<file path="src/rtl/shift_right_sequential.sv">
// Multi-cycle logical/arithmetic right shifter: one barrel stage per clock,
// operands in and results out over valid/ready handshakes.
module shift_right_sequential #(
   parameter int N = 32
) (
   input  logic                 clk,
   input  logic                 rst,
   input  logic [N-1:0]         in,
   input  logic [$clog2(N)-1:0] shamt,
   input  logic                 arith,
   input  logic                 i_valid,
   output logic                 i_ready,
   output logic [N-1:0]         out,
   output logic                 o_valid,
   input  logic                 o_ready
);

   localparam int L  = $clog2(N);
   localparam int SW = (L > 1) ? $clog2(L) : 1;

   typedef enum logic [1:0] {
      S_IDLE  = 2'd0,
      S_SHIFT = 2'd1,
      S_DONE  = 2'd2
   } state_t;

   state_t         state_reg;
   logic [N-1:0]   data_reg;
   logic [L-1:0]   shamt_reg;
   logic           arith_reg;
   logic           sign_reg;
   logic [SW-1:0]  stage_reg;

   logic           fill;
   logic [N-1:0]   stage_out [L];
   logic [N-1:0]   data_next;

   // Sign is kept in its own register, captured at accept time.
   assign fill = arith_reg & sign_reg;

   generate
      for (genvar gi = 0; gi < L; gi++) begin : g_stage
         assign stage_out[gi] = {{(2**gi){fill}}, data_reg[N-1:2**gi]};
      end
   endgenerate

   always_comb begin
      data_next = data_reg;
      for (int i = 0; i < L; i++) begin
         if (stage_reg == SW'(i) && shamt_reg[i]) begin
            data_next = stage_out[i];
         end
      end
   end

   always_ff @(posedge clk) begin
      if (rst) begin
         state_reg <= S_IDLE;
         data_reg  <= '0;
         shamt_reg <= '0;
         arith_reg <= 1'b0;
         sign_reg  <= 1'b0;
         stage_reg <= '0;
      end else begin
         case (state_reg)
            S_IDLE: begin
               if (i_valid) begin
                  data_reg  <= in;
                  shamt_reg <= shamt;
                  arith_reg <= arith;
                  sign_reg  <= in[N-1];
                  stage_reg <= '0;
                  state_reg <= S_SHIFT;
               end
            end
            S_SHIFT: begin
               data_reg  <= data_next;
               stage_reg <= stage_reg + SW'(1);
               if (stage_reg == SW'(L-1)) begin
                  state_reg <= S_DONE;
               end
            end
            S_DONE: begin
               if (o_ready) begin
                  state_reg <= S_IDLE;
               end
            end
            default: state_reg <= S_IDLE;
         endcase
      end
   end

   assign i_ready = !rst && (state_reg == S_IDLE);
   assign o_valid = !rst && (state_reg == S_DONE);
   assign out     = rst ? '0 : data_reg;

endmodule
</file>
<file path="config.mk">
export PLATFORM = sky130hd
export DESIGN_NAME = shift_right_sequential
export DESIGN_NICKNAME = d
export VERILOG_FILES = /design/src/rtl/shift_right_sequential.sv
export SDC_FILE = /design/constraint.sdc
export NUM_CORES = 1
export LEC_CHECK = 0
export BUFFER_PORTS_ARGS = -buffer_cell sky130_fd_sc_hd__buf_4
export CORE_MARGIN = 10
export CORE_UTILIZATION = 50
export CTS_BUF_LIST = sky130_fd_sc_hd__clkbuf_4
export DETAILED_ROUTE_END_ITERATION = 8
export PLACE_DENSITY = 0.77
export SKIP_LAST_GASP = 1
export SLEW_MARGIN = 20
export SYNTH_ARGS = -nofsm -noshare
export SYNTH_HDL_FRONTEND = slang
export SYNTH_SLANG_ARGS = --single-unit
export TNS_END_PERCENT = 30
</file>
<file path="constraint.sdc">
create_clock -name clk -period 2.56 [get_ports clk]
set_input_delay 0.384 -clock clk [delete_from_list [all_inputs] [get_ports clk]]
set_output_delay 0.384 -clock clk [all_outputs]
set_load 0.02 [all_outputs]
</file>
**Yosys cells after proc, flatten, opt, wreduce, memory -nomap -nowiden**

Index checks and enable logic that the tools add are counted.
W data, S select, Z words.

- Word-level logic and storage cells: 47
- Output and inout port bits: 34
- Bits in registers: 44
- Input port bits: 42

- $add $sub $neg: 1
- Reduce and logical (&&, ||, !) cells: 15
- Equality and inequality tests: 10
- Muxes and demuxes: 14
- Bitwise operators: 1

Operator list:

| kind | count |
|---|---|
| $mux W32 | 7 |
| $pmux W32 S2 | 1 |
| $logic_and A1 B1 Y1 | 7 |
| $eq A3 B2 Y1 const B | 2 |
| $mux W2 | 3 |
| $ne A2 B2 Y1 const B | 3 |
| $ne A6 B6 Y1 const B | 1 |
| $pmux W2 S3 | 1 |
| $pmux W3 S2 | 1 |
| $reduce_and A3 Y1 | 2 |
| $reduce_and A2 Y1 | 2 |
| $add A3 B1 Y3 const B | 1 |
| $eq A3 B1 Y1 const B | 1 |
| $eq A3 B3 Y1 const B | 1 |
| $logic_not A3 Y1 | 1 |
| $mux W3 | 1 |
| $eq A2 B1 Y1 const B | 1 |
| $eq A2 B2 Y1 const B | 1 |
| $logic_not A2 Y1 | 1 |
| $reduce_bool A2 Y1 | 1 |
| $and A1 B1 Y1 | 1 |
| $logic_not A1 Y1 | 1 |

**Logic depth before layout (Yosys ltp)**

Gate-level depths: netlist of the first run.

- Word-level depth: 8
- Gate-level depth with buffers: 11
- Mapped depth without buffers: 6

**Least setup slack after synthesis of the first run**

No wires, ideal clock.

- Kind: reg2reg
- Start: register stage_reg[2]
- End: register data_reg[10]
- Required time: 2,443 ps
- Period minus slack after synthesis: 2,325 ps
- Slack: 235 ps
- Arrival time: 2,207 ps
- Library setup time: 117 ps
- Cell stages (with the launch flop): 11
- Path through: dfxtp_1 > buf_2 > buf_2 > inv_1 > ha_1 > and2_1 > buf_2 > nor4_4 > a21boi_2 > buf_6 > a32o_1

- Cells in the longest elaborated chain, start to end: 7
- Elaborated cells on any way between the ends: 17
- Those cells by class: eq/ne (5); mux (5); reduce/logical (7)

RTL lines:

| element | RTL line | source |
|---|---|---|
| start, declared | 32 | `logic [SW-1:0] stage_reg;` |
| start signal, assigned | 78 | `stage_reg <= stage_reg + SW'(1);` |
| $eq A3 B1 Y1 | 50 | `if (stage_reg == SW'(i) && shamt_reg[i]) begin` |
| $logic_and A1 B1 Y1 | 50 |  |
| $mux W32 (4 in series) | 50 |  |
| $pmux W32 S2 | 65 | `case (state_reg)` |
| end signal, assigned | 68 | `data_reg <= in;` |
| end signal, assigned | 77 | `data_reg <= data_next;` |
| end, declared | 28 | `logic [N-1:0] data_reg;` |

Several ways; a longest one is shown, not always the timed one.
A chain may end at the register's enable or synchronous reset.

**Final worst setup path of the first run**

- Start: register stage_reg[0]
- End: register data_reg[21]

The elaborated chain is that of the path after synthesis.

==> results of run 1 <==
-- report_power, final --
group	total (uW)	leakage [uW]	switching, uW	internal (uW)
clock network	377	0.0000338	250	127
logic	522	0.00140	283	239
registers	840	0.000362	96.5	743
-- layout make-up --
class	count	area, um^2
clock buffers	7	52.6
clock inverters	1	3.75
fillers	698	2830
inverters	11	41.3
multi-input cells	342	2460
flip-flops and latches	44	881
well taps	99	124
repair buffers	100	751
-- cell families (layout without fill, tap and decap cells) --
family,count (synthesis),in the layout
buffers and inverters,64,119
AO/OA/AOI/OAI,169,169
adder cells (fa/ha/maj),5,5
multiplexers,14,14
AND/OR/NAND/NOR,154,154
flip-flops,44,44
-- how the worst max path moves through the flow --
| stage | from | end | depth (start not counted) |
|---|---|---|---|
| final | stage_reg[0] | data_reg[21] | 7 |
| after global routing | stage_reg[1] | data_reg[11] | 6 |
| after CTS | stage_reg[1] | data_reg[14] | 6 |
| after detailed placement | stage_reg[1] | data_reg[14] | 6 |
| after global placement | stage_reg[0] | data_reg[14] | 6 |
| after floorplan | stage_reg[2] | data_reg[10] | 10 |
-- worst max-delay path, cell delays in order, from the launching register on --
cell                        delay, ns
sky130_fd_sc_hd__dfxtp_1         0.40
sky130_fd_sc_hd__inv_1           0.11
sky130_fd_sc_hd__ha_1            0.27
sky130_fd_sc_hd__and3b_1         0.25
sky130_fd_sc_hd__buf_4           0.20
sky130_fd_sc_hd__a2111oi_0       0.62
sky130_fd_sc_hd__o31ai_1         0.16
sky130_fd_sc_hd__a22o_1          0.20
-- routing by layer --
metal | up-vias | wire length [um] | track usage [%]
met5 | - | 0 | 0
met1 | 1869 | 5510 | 29.7
met3 | 29 | 1160 | 5.16
met2 | 221 | 5810 | 34.2
met4 | 0 | 302 | 7.25
li1 | 1842 | - | -
-- cells in the mapped netlist (all sizes together) (9+ instances only) --
cell and instances:
o21ai 23, clkbuf 28, o211ai 18, a211oi 22
inv 11, dfxtp 44, nor2b 27, a31oi 10
a32o 22, nand2b 9, buf 25, a2111oi 13
a21oi 9, mux2i 12, and4b 19, nand2 32
nor2 38
-- stage by stage --
step	setup slack, ns	total power, uW
final	0.269	1740
after global routing	0.110	1820
after CTS	0.230	1730
after detailed placement	0.265	1370
after global placement	0.361	1360
after floorplan	0.235	1150
==> impl_summary.txt, run 1 <==
----------------------------------------------------
[Critical path]
  Terminus of the critical flop-to-flop path ... data_reg[21]
  Worst endpoint data arrival time ... 2.58 ns
  Kind of capture point of the worst setup path ... flop
  Worst Reg2Reg Path Length in Cells ... 7
  Worst setup path class ... reg2reg
  Maximum fanout along the worst path ... 13
  R2r setup slk ... approximately 0.27 ns
  Critical Path Start Type ... flop
  Required time of the critical path ... 2.84 ns
  FF-to-FF Start ... stage_reg[0]

[Synthesis]
  Post-synth design cell area ... between 3000 and 4000 um^2
  Post-synthesis xor/xnor area fraction ... 0%
  Register area share after synthesis ... 24.3%
  Post-synthesis async set-or-reset flop share ... 0%
  Gate count after technology mapping ... between 400 and 500
  Top post-synthesis cells by area ... sky130_fd_sc_hd__dfxtp_1 24%, sky130_fd_sc_hd__a32o_1 6.1%, sky130_fd_sc_hd__and4b_1 5.2%, sky130_fd_sc_hd__nor2b_1 4.7%, sky130_fd_sc_hd__a211oi_1 4.6%
  Number of flip-flops and latches in the synthesized netlist ... 44
  Proportion of synthesized area in mux cells ... slightly below 4%
  Synth cell types ... between 50 and 60
  Compound-Gate Fraction of Synth Area ... a little over a third
  Fraction of the mapped netlist area in simple logic gates ... between 20% and 30%
  Post-synth EDFFs ... 0
  Leading register cell type out of synthesis ... sky130_fd_sc_hd__dfxtp_1
  Post-Synthesis Mean Instance Area ... 8.07 um^2
  Number of warnings reported in the yosys synthesis log ... 0
  Post-Synth Adder-Cell Area ... about 1.7%
  Main combinational cell family by area after synthesis ... compound AO/OA/AOI/OAI gates
  Post-synth net total ... about 500
  Post-synthesis cell type with the largest combined area ... sky130_fd_sc_hd__dfxtp_1
  Area share of the largest cell type after synthesis ... about a quarter

[Placement]
  Routability congestion estimate ... approximately 0.95
  Port Buf Inserts ... 75
  HPWL after detailed placement ... a little over 9000 um
  Number of cells after detailed placement ... about 600
  DP Area ... around 4300 um^2

[Clock tree]
  Max Root-Sink Buffers ... 2
  H-Tree Depth ... 2
  CTS tree ... built
  Post-CTS Repair Setup Buffers ... 0
  CTS clk-pin slew, worst paths ... 0.14 ns
  Number of sinks on the clock net ... 44
  Number of buffers added by the clock tree synthesis step ... 5
  Insertion delay of the later-clocked pin in the worst-skew pair ... roughly 0.38 ns
  Number of buffers inserted for hold repair after clock tree synthesis ... 0
  Count of cells resized by post-cts repair ... 0
  CTS root buffer ... sky130_fd_sc_hd__clkbuf_4

[Power and ir drop]
  Power Dens Cells ... 403 nW/um^2
  Leakage power summed over all cells ... ~0.0018 uW
  Worst voltage drop across the vdd grid ... around 0.00023 V

[Finish]
  Share of final-layout standard cells stronger than drive strength 1 ... 23.6%
  Summed area of non-filler cells in the final layout ... between 4000 and 5000 um^2
  Most common cell after layout, fill and taps aside ... sky130_fd_sc_hd__buf_4
  Max reg flops ... 32
  Diodes inserted ... 0
  Most frequent cells in the layout ... 100 x sky130_fd_sc_hd__buf_4, 44 x sky130_fd_sc_hd__dfxtp_1, 38 x sky130_fd_sc_hd__nor2_1
  Final Non-Filler Cells ... a little over 600
  Core utilization of the finished layout ... about 60%
  Synth-to-Final Area Change ... 18.8%
  Total Nets Final ... around 550

[Timing]
  Min cycle time layout ... around 2.3 ns
  Setup TNS ... 0 ns
  Share of the clock period used by the worst path after layout ... roughly nine tenths
  Fin. max-slew vios ... 0
  Remaining max-slew budget at the tightest pin ... roughly two fifths
  Min Hold Slack ... roughly 0.23 ns
  Maximum operating frequency ... 0.436 GHz
  Number of hold-slack violations in the final timing report ... 0
  Final setup violation count ... 0
  Worst Skew ... ~0.015 ns
  Unrepaired setup endpoints after global routing ... no
  Actual slew at the worst max-slew pin ... just under 0.9 ns

[Detailed routing]
  Number of vias in the routed layout ... slightly below 4000
  Antenna-violating nets left ... 0
  Routed len/inst ... 21.2 um
  Average via count per standard cell ... around 6.6
  Iteration-0 DRC count of the detailed router ... 547
  Post-Route WL ... roughly 13000 um
  Router iterations before antenna repair ... 7
  DRC viols ... 0

[Floorplan]
  Count of standard-cell rows ... 31
  Initial standard-cell utilization of the core ... 50.9%
  Core Footprint ... 7140 um^2
  Die Y ... ~110 um
  IO Pins ... 76
  Die Span X ... approximately 110 um
  Die footprint ... between 10000 and 15000 um^2

[GRT]
  Aggregate global-route resource usage ... between 20% and 30%
  First-pass GRT wire length ... a little over 20000 um
  Initial antenna violation count ... 0
  Vias in the first global route ... around 3800
  GR Overflow Total ... 0
  Largest net degree at the start of global routing ... just over 60

[Hold path]
  Hold wc startpoint ... shamt[0]
  Hold Crit Endpoint ... shamt_reg[0]
  WHS Path Cells ... 3
  Hold/Removal Path Class ... in2reg

[Flow run]
  Max-cap violation count ... 0

[Status]
  Result of the run ... completed

----------------------------------------------------
(Power assumes the default switching activity.)
==> run 2: changes to the inputs <==
--- a/config.mk
+++ b/config.mk
@@ -10,7 +10,7 @@
 export CORE_UTILIZATION = 50
 export CTS_BUF_LIST = sky130_fd_sc_hd__clkbuf_4
 export DETAILED_ROUTE_END_ITERATION = 8
-export PLACE_DENSITY = 0.77
+export PLACE_DENSITY_LB_ADDON = 0.2
 export SKIP_LAST_GASP = 1
 export SLEW_MARGIN = 20
 export SYNTH_ARGS = -nofsm -noshare
==> run 2 against run 1 <==
Against the previous run: combinational power rose by 1%; worst hold slack improved by 0.010 ns; routed wire length fell by 1.8%; non-clock buffer count did not move; utilization rose by 0.61 points; critical path depth did not move; power rose by 4.9%; cell area rose by 1.0%; sequential power barely moved; sequential share of layout area fell by 0.21 points; global-route usage fell by 0.88 points; clock-buffer cell count fell by 2.
==> impl_summary.txt, run 2 (synthesized netlist as in run 1, its figures left out) <==
----------------------------------------------------
[Clock tree]
  Insertion delay of the later-clocked pin in the worst-skew pair ... 0.37 ns
  H-Tree Depth ... 2
  Number of buffers added by the clock tree synthesis step ... 5
  CTS tree ... built
  Max Root-Sink Buffers ... 2
  CTS root buffer ... sky130_fd_sc_hd__clkbuf_4
  CTS clk-pin slew, worst paths ... between 0.1 and 0.15 ns
  Number of sinks on the clock net ... between 40 and 50
  Post-CTS Repair Setup Buffers ... 0

[Critical path]
  Maximum fanout along the worst path ... 12
  Logic depth of the worst path, buffers included ... 7
  Worst path bufs/invs ... 2
  Critical Path, Cell by Cell ... inv_1 > ha_1 > nand3_1 > buf_4 > o21ai_0 > nand2_1 > a32o_1
  Worst endpoint data arrival time ... approximately 2.5 ns
  Kind of capture point of the worst setup path ... flop
  Required time of the critical path ... 2.84 ns
  Peak per-stage delay on the critical path ... ~0.41 ns
  Worst Reg2Reg Path Length in Cells ... 7
  Critical Path Start Type ... flop
  Slowest library cell on the worst path ... sky130_fd_sc_hd__nand3_1
  Worst setup path class ... reg2reg
  Gate family responsible for the most delay along the worst path ... compound AO/OA/AOI/OAI gates

[Power and ir drop]
  Switching power share of the total ... 34.8%
  Worst voltage drop across the vdd grid ... 0.000260 V
  Logic pwr share ... between 20 and 30%
  Portion of total power attributed to sequential cells ... 45.9%
  Power Dens Cells ... ~420 nW/um^2
  Sw Pwr ... about 630 uW
  Clk pwr share ... between 20 and 30%
  Leakage power summed over all cells ... 0.00181 uW
  Internal power ... 1190 uW

[Detailed routing]
  Number of vias in the routed layout ... about 4000
  Router iterations before antenna repair ... 6
  Iteration-0 DRC count of the detailed router ... ~590
  Routed len/inst ... roughly 21 um
  Post-Route WL ... about 13000 um
  Average via count per standard cell ... between 6 and 7
  Antenna-violating nets left ... 0
  DRC viols ... 0

[Hold path]
  WHS Path Cells ... 3
  Hold/Removal Path Class ... in2reg

[Timing]
  Min cycle time layout ... approximately 2.2 ns
  Fin. max-slew vios ... 0
  Unrepaired setup endpoints after global routing ... no
  Min Hold Slack ... 0.241 ns
  Actual slew at the worst max-slew pin ... roughly 0.60 ns
  Fin worst setup slack ... about 0.34 ns
  Maximum operating frequency ... roughly 0.45 GHz
  Share of the clock period used by the worst path after layout ... between 80% and 90%
  Setup TNS ... 0 ns
  Worst Skew ... a little over 0.005 ns
  Final setup violation count ... 0
  Number of hold-slack violations in the final timing report ... 0
  Remaining max-slew budget at the tightest pin ... about 59%

[Finish]
  Most frequent cells in the layout ... 99 x sky130_fd_sc_hd__buf_4, 44 x sky130_fd_sc_hd__dfxtp_1, 38 x sky130_fd_sc_hd__nor2_1
  Synth-to-Final Area Change ... 20.0%
  Total Nets Final ... 551
  Total of fill cells in the finished design ... just under 700
  Most common cell after layout, fill and taps aside ... sky130_fd_sc_hd__buf_4
  Core utilization of the finished layout ... 61.0%
  Summed area of non-filler cells in the final layout ... 4360 um^2
  Max reg flops ... 32
  Diodes inserted ... 0
  Share of final-layout standard cells stronger than drive strength 1 ... about a quarter

[GRT]
  GR Overflow Total ... 0
  Vias in the first global route ... 3732
  Initial antenna violation count ... 0
  First-pass GRT wire length ... approximately 20000 um
  Aggregate global-route resource usage ... 21.3%
  Largest net degree at the start of global routing ... roughly 60

[Placement]
  HPWL after detailed placement ... around 9000 um
  Pre-CTS WS ... about 0.25 ns
  DP Area ... between 4000 and 5000 um^2
  Routability congestion estimate ... between 0.9 and 1
  Port Buf Inserts ... 75

[Floorplan]
  Die Y ... between 100 and 150 um
  Die footprint ... around 11000 um^2
  Initial standard-cell utilization of the core ... between 50% and 60%
  Count of standard-cell rows ... 31
  Die Span X ... ~110 um
  IO Pins ... between 70 and 80
  Core Footprint ... between 7000 and 8000 um^2

[Status]
  Result of the run ... completed

[Flow run]
  Max-cap violation count ... 0

----------------------------------------------------
-- run 2: cell types whose count changed in the layout (fill, tap and decap cells not counted) --
| cell | previous run | this run |
|---|---|---|
| sky130_fd_sc_hd__a21boi_2 | 1 | 0 |
| sky130_fd_sc_hd__a21boi_4 | 0 | 1 |
| sky130_fd_sc_hd__buf_12 | 0 | 1 |
| sky130_fd_sc_hd__buf_4 | 100 | 99 |
| sky130_fd_sc_hd__bufinv_16 | 0 | 1 |
| sky130_fd_sc_hd__clkbuf_4 | 7 | 5 |
| sky130_fd_sc_hd__clkinv_1 | 1 | 0 |
| sky130_fd_sc_hd__clkinv_2 | 0 | 1 |
| sky130_fd_sc_hd__clkinvlp_4 | 0 | 1 |
-- run 2: path summary, 6_finish.rpt --
check | start | end | slack [ns]
setup reg to reg | stage_reg[0] | data_reg[9] | 0.34
setup / recovery | stage_reg[0] | data_reg[9] | 0.34
hold / removal | arith | arith_reg | 0.24
hold reg to reg | shamt_reg[4] | shamt_reg[4] | 0.55
-- run 2: per-layer routing --
metal	vias to the layer above	GRT usage (%)	part of all wire, %
li1	1850	-	-
met1	1893	28.4	43
met2	231	33.8	47
met3	16	4.61	9.0
met4	0	5.88	1.1
met5	-	0	0
-- run 2: stage by stage --
| stage | cells | total power [uW] |
|---|---|---|
| after floorplan | 450 | 1150 |
| after global placement | 596 | 1360 |
| after detailed placement | 596 | 1370 |
| after CTS | 604 | 1820 |
| after global routing | 604 | 1910 |
| final | 604 | 1820 |
-- run 2: power groups by stage --
stage	Sequential, uW	Clock, uW	Combinational, uW
after floorplan	801	0	352
after global placement	844	0	513
after detailed placement	846	0	521
after CTS	831	462	523
after global routing	843	493	572
final	837	460	527
-- run 2: area by class of cell --
cell class                      count  area [um^2]  share of cell area, %
Inverter                           11         41.3                  0.948
Clock inverter                      3         42.5                  0.977
Tap cell                           99          124                   2.84
Multi-Input combinational cell    342         2470                   56.6
Timing Repair Buffer              100          763                   17.5
Sequential cell                    44          881                   20.2
Clock buffer                        5         37.5                  0.862
-- run 2: tightest hold or removal path, delay by kind of cell --
kind	cells	cell delay, ns
mux	1	0.05
buf+inv	1	0.08
simple gates	1	0.07
-- run 2: timing repair --
item / in CTS / in global routing
resized for setup: 0 / 1
hold buffers: 0 / 0
endpoints found under the setup margin: 0 / 1
==> run 3: changes to the inputs <==
--- a/config.mk
+++ b/config.mk
@@ -10,7 +10,7 @@
 export CORE_UTILIZATION = 50
 export CTS_BUF_LIST = sky130_fd_sc_hd__clkbuf_4
 export DETAILED_ROUTE_END_ITERATION = 8
-export PLACE_DENSITY_LB_ADDON = 0.2
+export PLACE_DENSITY = 0.73
 export SKIP_LAST_GASP = 1
 export SLEW_MARGIN = 20
 export SYNTH_ARGS = -nofsm -noshare
==> run 3 against run 2 <==
Against the previous run: final cell count grew 0.17%; clock skew grew 0.0031 ns; routed wire length grew 3.7%; via count is 0.68% higher; non-clock buffer count up 1; sequential cell count unchanged; combinational power grew 1%; power grew 0.71%; global-route usage is 0.95 points higher; highest routed layer unchanged.
==> impl_summary.txt, run 3 (synthesized netlist as in run 1, its figures left out) <==
----------------------------------------------------
[Flow run]
  Max-cap violation count ... 0

[Timing]
  Fin. max-slew vios ... 0
  Unrepaired setup endpoints after global routing ... no
  Min cycle time layout ... ~2.4 ns
  Setup TNS ... 0 ns
  Remaining max-slew budget at the tightest pin ... 35.3%
  Actual slew at the worst max-slew pin ... 0.966 ns
  Final setup violation count ... 0
  Number of hold-slack violations in the final timing report ... 0
  Maximum operating frequency ... just over 0.4 GHz
  Worst Skew ... 0.00824 ns
  Share of the clock period used by the worst path after layout ... between 90% and 100%
  Fin worst setup slack ... approximately 0.12 ns

[Finish]
  Area of the multi-input gates ... between 2000 and 2500 um^2
  Total Nets Final ... about 550
  Diodes inserted ... 0
  Core utilization of the finished layout ... between 60% and 70%
  Total of fill cells in the finished design ... 707
  Synth-to-Final Area Change ... 19.6%
  Most frequent cells in the layout ... 101 x sky130_fd_sc_hd__buf_4, 44 x sky130_fd_sc_hd__dfxtp_1, 38 x sky130_fd_sc_hd__nor2_1
  Max reg flops ... 32
  Share of final-layout standard cells stronger than drive strength 1 ... between 20% and 30%
  Register Area ... approximately 880 um^2
  Summed area of non-filler cells in the final layout ... 4340 um^2
  Most common cell after layout, fill and taps aside ... sky130_fd_sc_hd__buf_4

[Clock tree]
  Number of buffers added by the clock tree synthesis step ... 5
  Count of cells resized by post-cts repair ... 0
  Insertion delay of the later-clocked pin in the worst-skew pair ... around 0.38 ns
  CTS clk-pin slew, worst paths ... around 0.15 ns
  Number of sinks on the clock net ... 44
  CTS root buffer ... sky130_fd_sc_hd__clkbuf_4
  Post-CTS Repair Setup Buffers ... 0
  CTS tree ... built
  H-Tree Depth ... 2
  Max Root-Sink Buffers ... 2
  Number of buffers inserted for hold repair after clock tree synthesis ... 0

[Critical path]
  Worst endpoint data arrival time ... about 2.8 ns
  Critical Path, Cell by Cell ... ha_1 > ha_1 > and2_1 > nor4_4 > a21boi_2 > a32o_1
  R2r setup slk ... approximately 0.12 ns
  Slowest library cell on the worst path ... sky130_fd_sc_hd__a21boi_2
  Worst Reg2Reg Path Length in Cells ... 6
  Worst setup path class ... reg2reg
  Required time of the critical path ... around 2.9 ns
  Most used cell along the critical path ... sky130_fd_sc_hd__ha_1
  Kind of capture point of the worst setup path ... flop
  Critical Path Start Type ... flop
  Maximum fanout along the worst path ... 18
  Peak per-stage delay on the critical path ... roughly 0.8 ns

[Floorplan]
  Die Span X ... 105 um
  Die Y ... approximately 110 um
  Count of standard-cell rows ... 31
  Core Footprint ... 7140 um^2
  Initial standard-cell utilization of the core ... a little over 50%
  IO Pins ... 76
  Die footprint ... roughly 11000 um^2

[Detailed routing]
  Routed len/inst ... between 20 and 25 um
  Iteration-0 DRC count of the detailed router ... about 450
  Average via count per standard cell ... ~6.6
  Post-Route WL ... roughly 13000 um
  Number of vias in the routed layout ... 4017
  DRC viols ... 0
  Router iterations before antenna repair ... 5
  Antenna-violating nets left ... 0

[Power and ir drop]
  Leakage power summed over all cells ... ~0.0018 uW
  Power Dens Cells ... 423 nW/um^2
  Worst voltage drop across the vdd grid ... about 0.00026 V
  Total power consumption of the routed design ... approximately 1800 uW

[GRT]
  Aggregate global-route resource usage ... about 22%
  GR Overflow Total ... 0
  Largest net degree at the start of global routing ... 61
  Vias in the first global route ... ~4000
  Initial antenna violation count ... 0
  First-pass GRT wire length ... approximately 21000 um

[Placement]
  HPWL after detailed placement ... approximately 9000 um
  DP Area ... roughly 4300 um^2
  Routability congestion estimate ... 0.918
  Port Buf Inserts ... between 70 and 80
  Pre-CTS WS ... 0.186 ns

[Hold path]
  Hold/Removal Path Class ... in2reg
  WHS Path Cells ... 3

[Status]
  Result of the run ... completed

----------------------------------------------------
## run 3: path summary, 6_finish.rpt
| check | from | to |
|---|---|---|
| setup / recovery | stage_reg[1] | data_reg[24] |
| hold / removal | shamt[3] | shamt_reg[3] |
| setup reg to reg | stage_reg[1] | data_reg[24] |
| hold reg to reg | shamt_reg[4] | shamt_reg[4] |
## run 3: through the flow
step                hold slack, ns  instances
detailed placement           0.545        597
global route                 0.237        605
finish                       0.221        605
CTS                          0.228        605
global placement             0.539        597
floorplan                    0.476        450
## run 3: cell type report
| type | count | area share, % |
|---|---|---|
| clock inverters | 3 | 0.980 |
| inverters | 11 | 0.951 |
| well taps | 99 | 2.85 |
| multi-input cells | 342 | 56.6 |
| flip-flops and latches | 44 | 20.3 |
| clock buffers | 5 | 0.864 |
| repair buffers | 101 | 17.5 |
## run 3: critical path, delay by kind of cell (launching register included)
kind / cells / cell delay [ns]
adders and majority gates: 2 / 0.34
AOI/OAI and AO/OA: 2 / 1.06
DFF: 1 / 0.41
and+or+nand+nor: 2 / 0.58
## run 3: power breakdown
| part | internal (uW) | switching, uW |
|---|---|---|
| logic | 242 | 292 |
| clock network | 204 | 265 |
| registers | 743 | 90.4 |
## run 3: routing by layer
metal	routed length, um	vias up	GRT usage (%)
li1	-	1853	-
met1	5520	1912	28.3
met2	6180	225	36.8
met3	1050	27	4.18
met4	255	0	7.55
met5	0	-	0
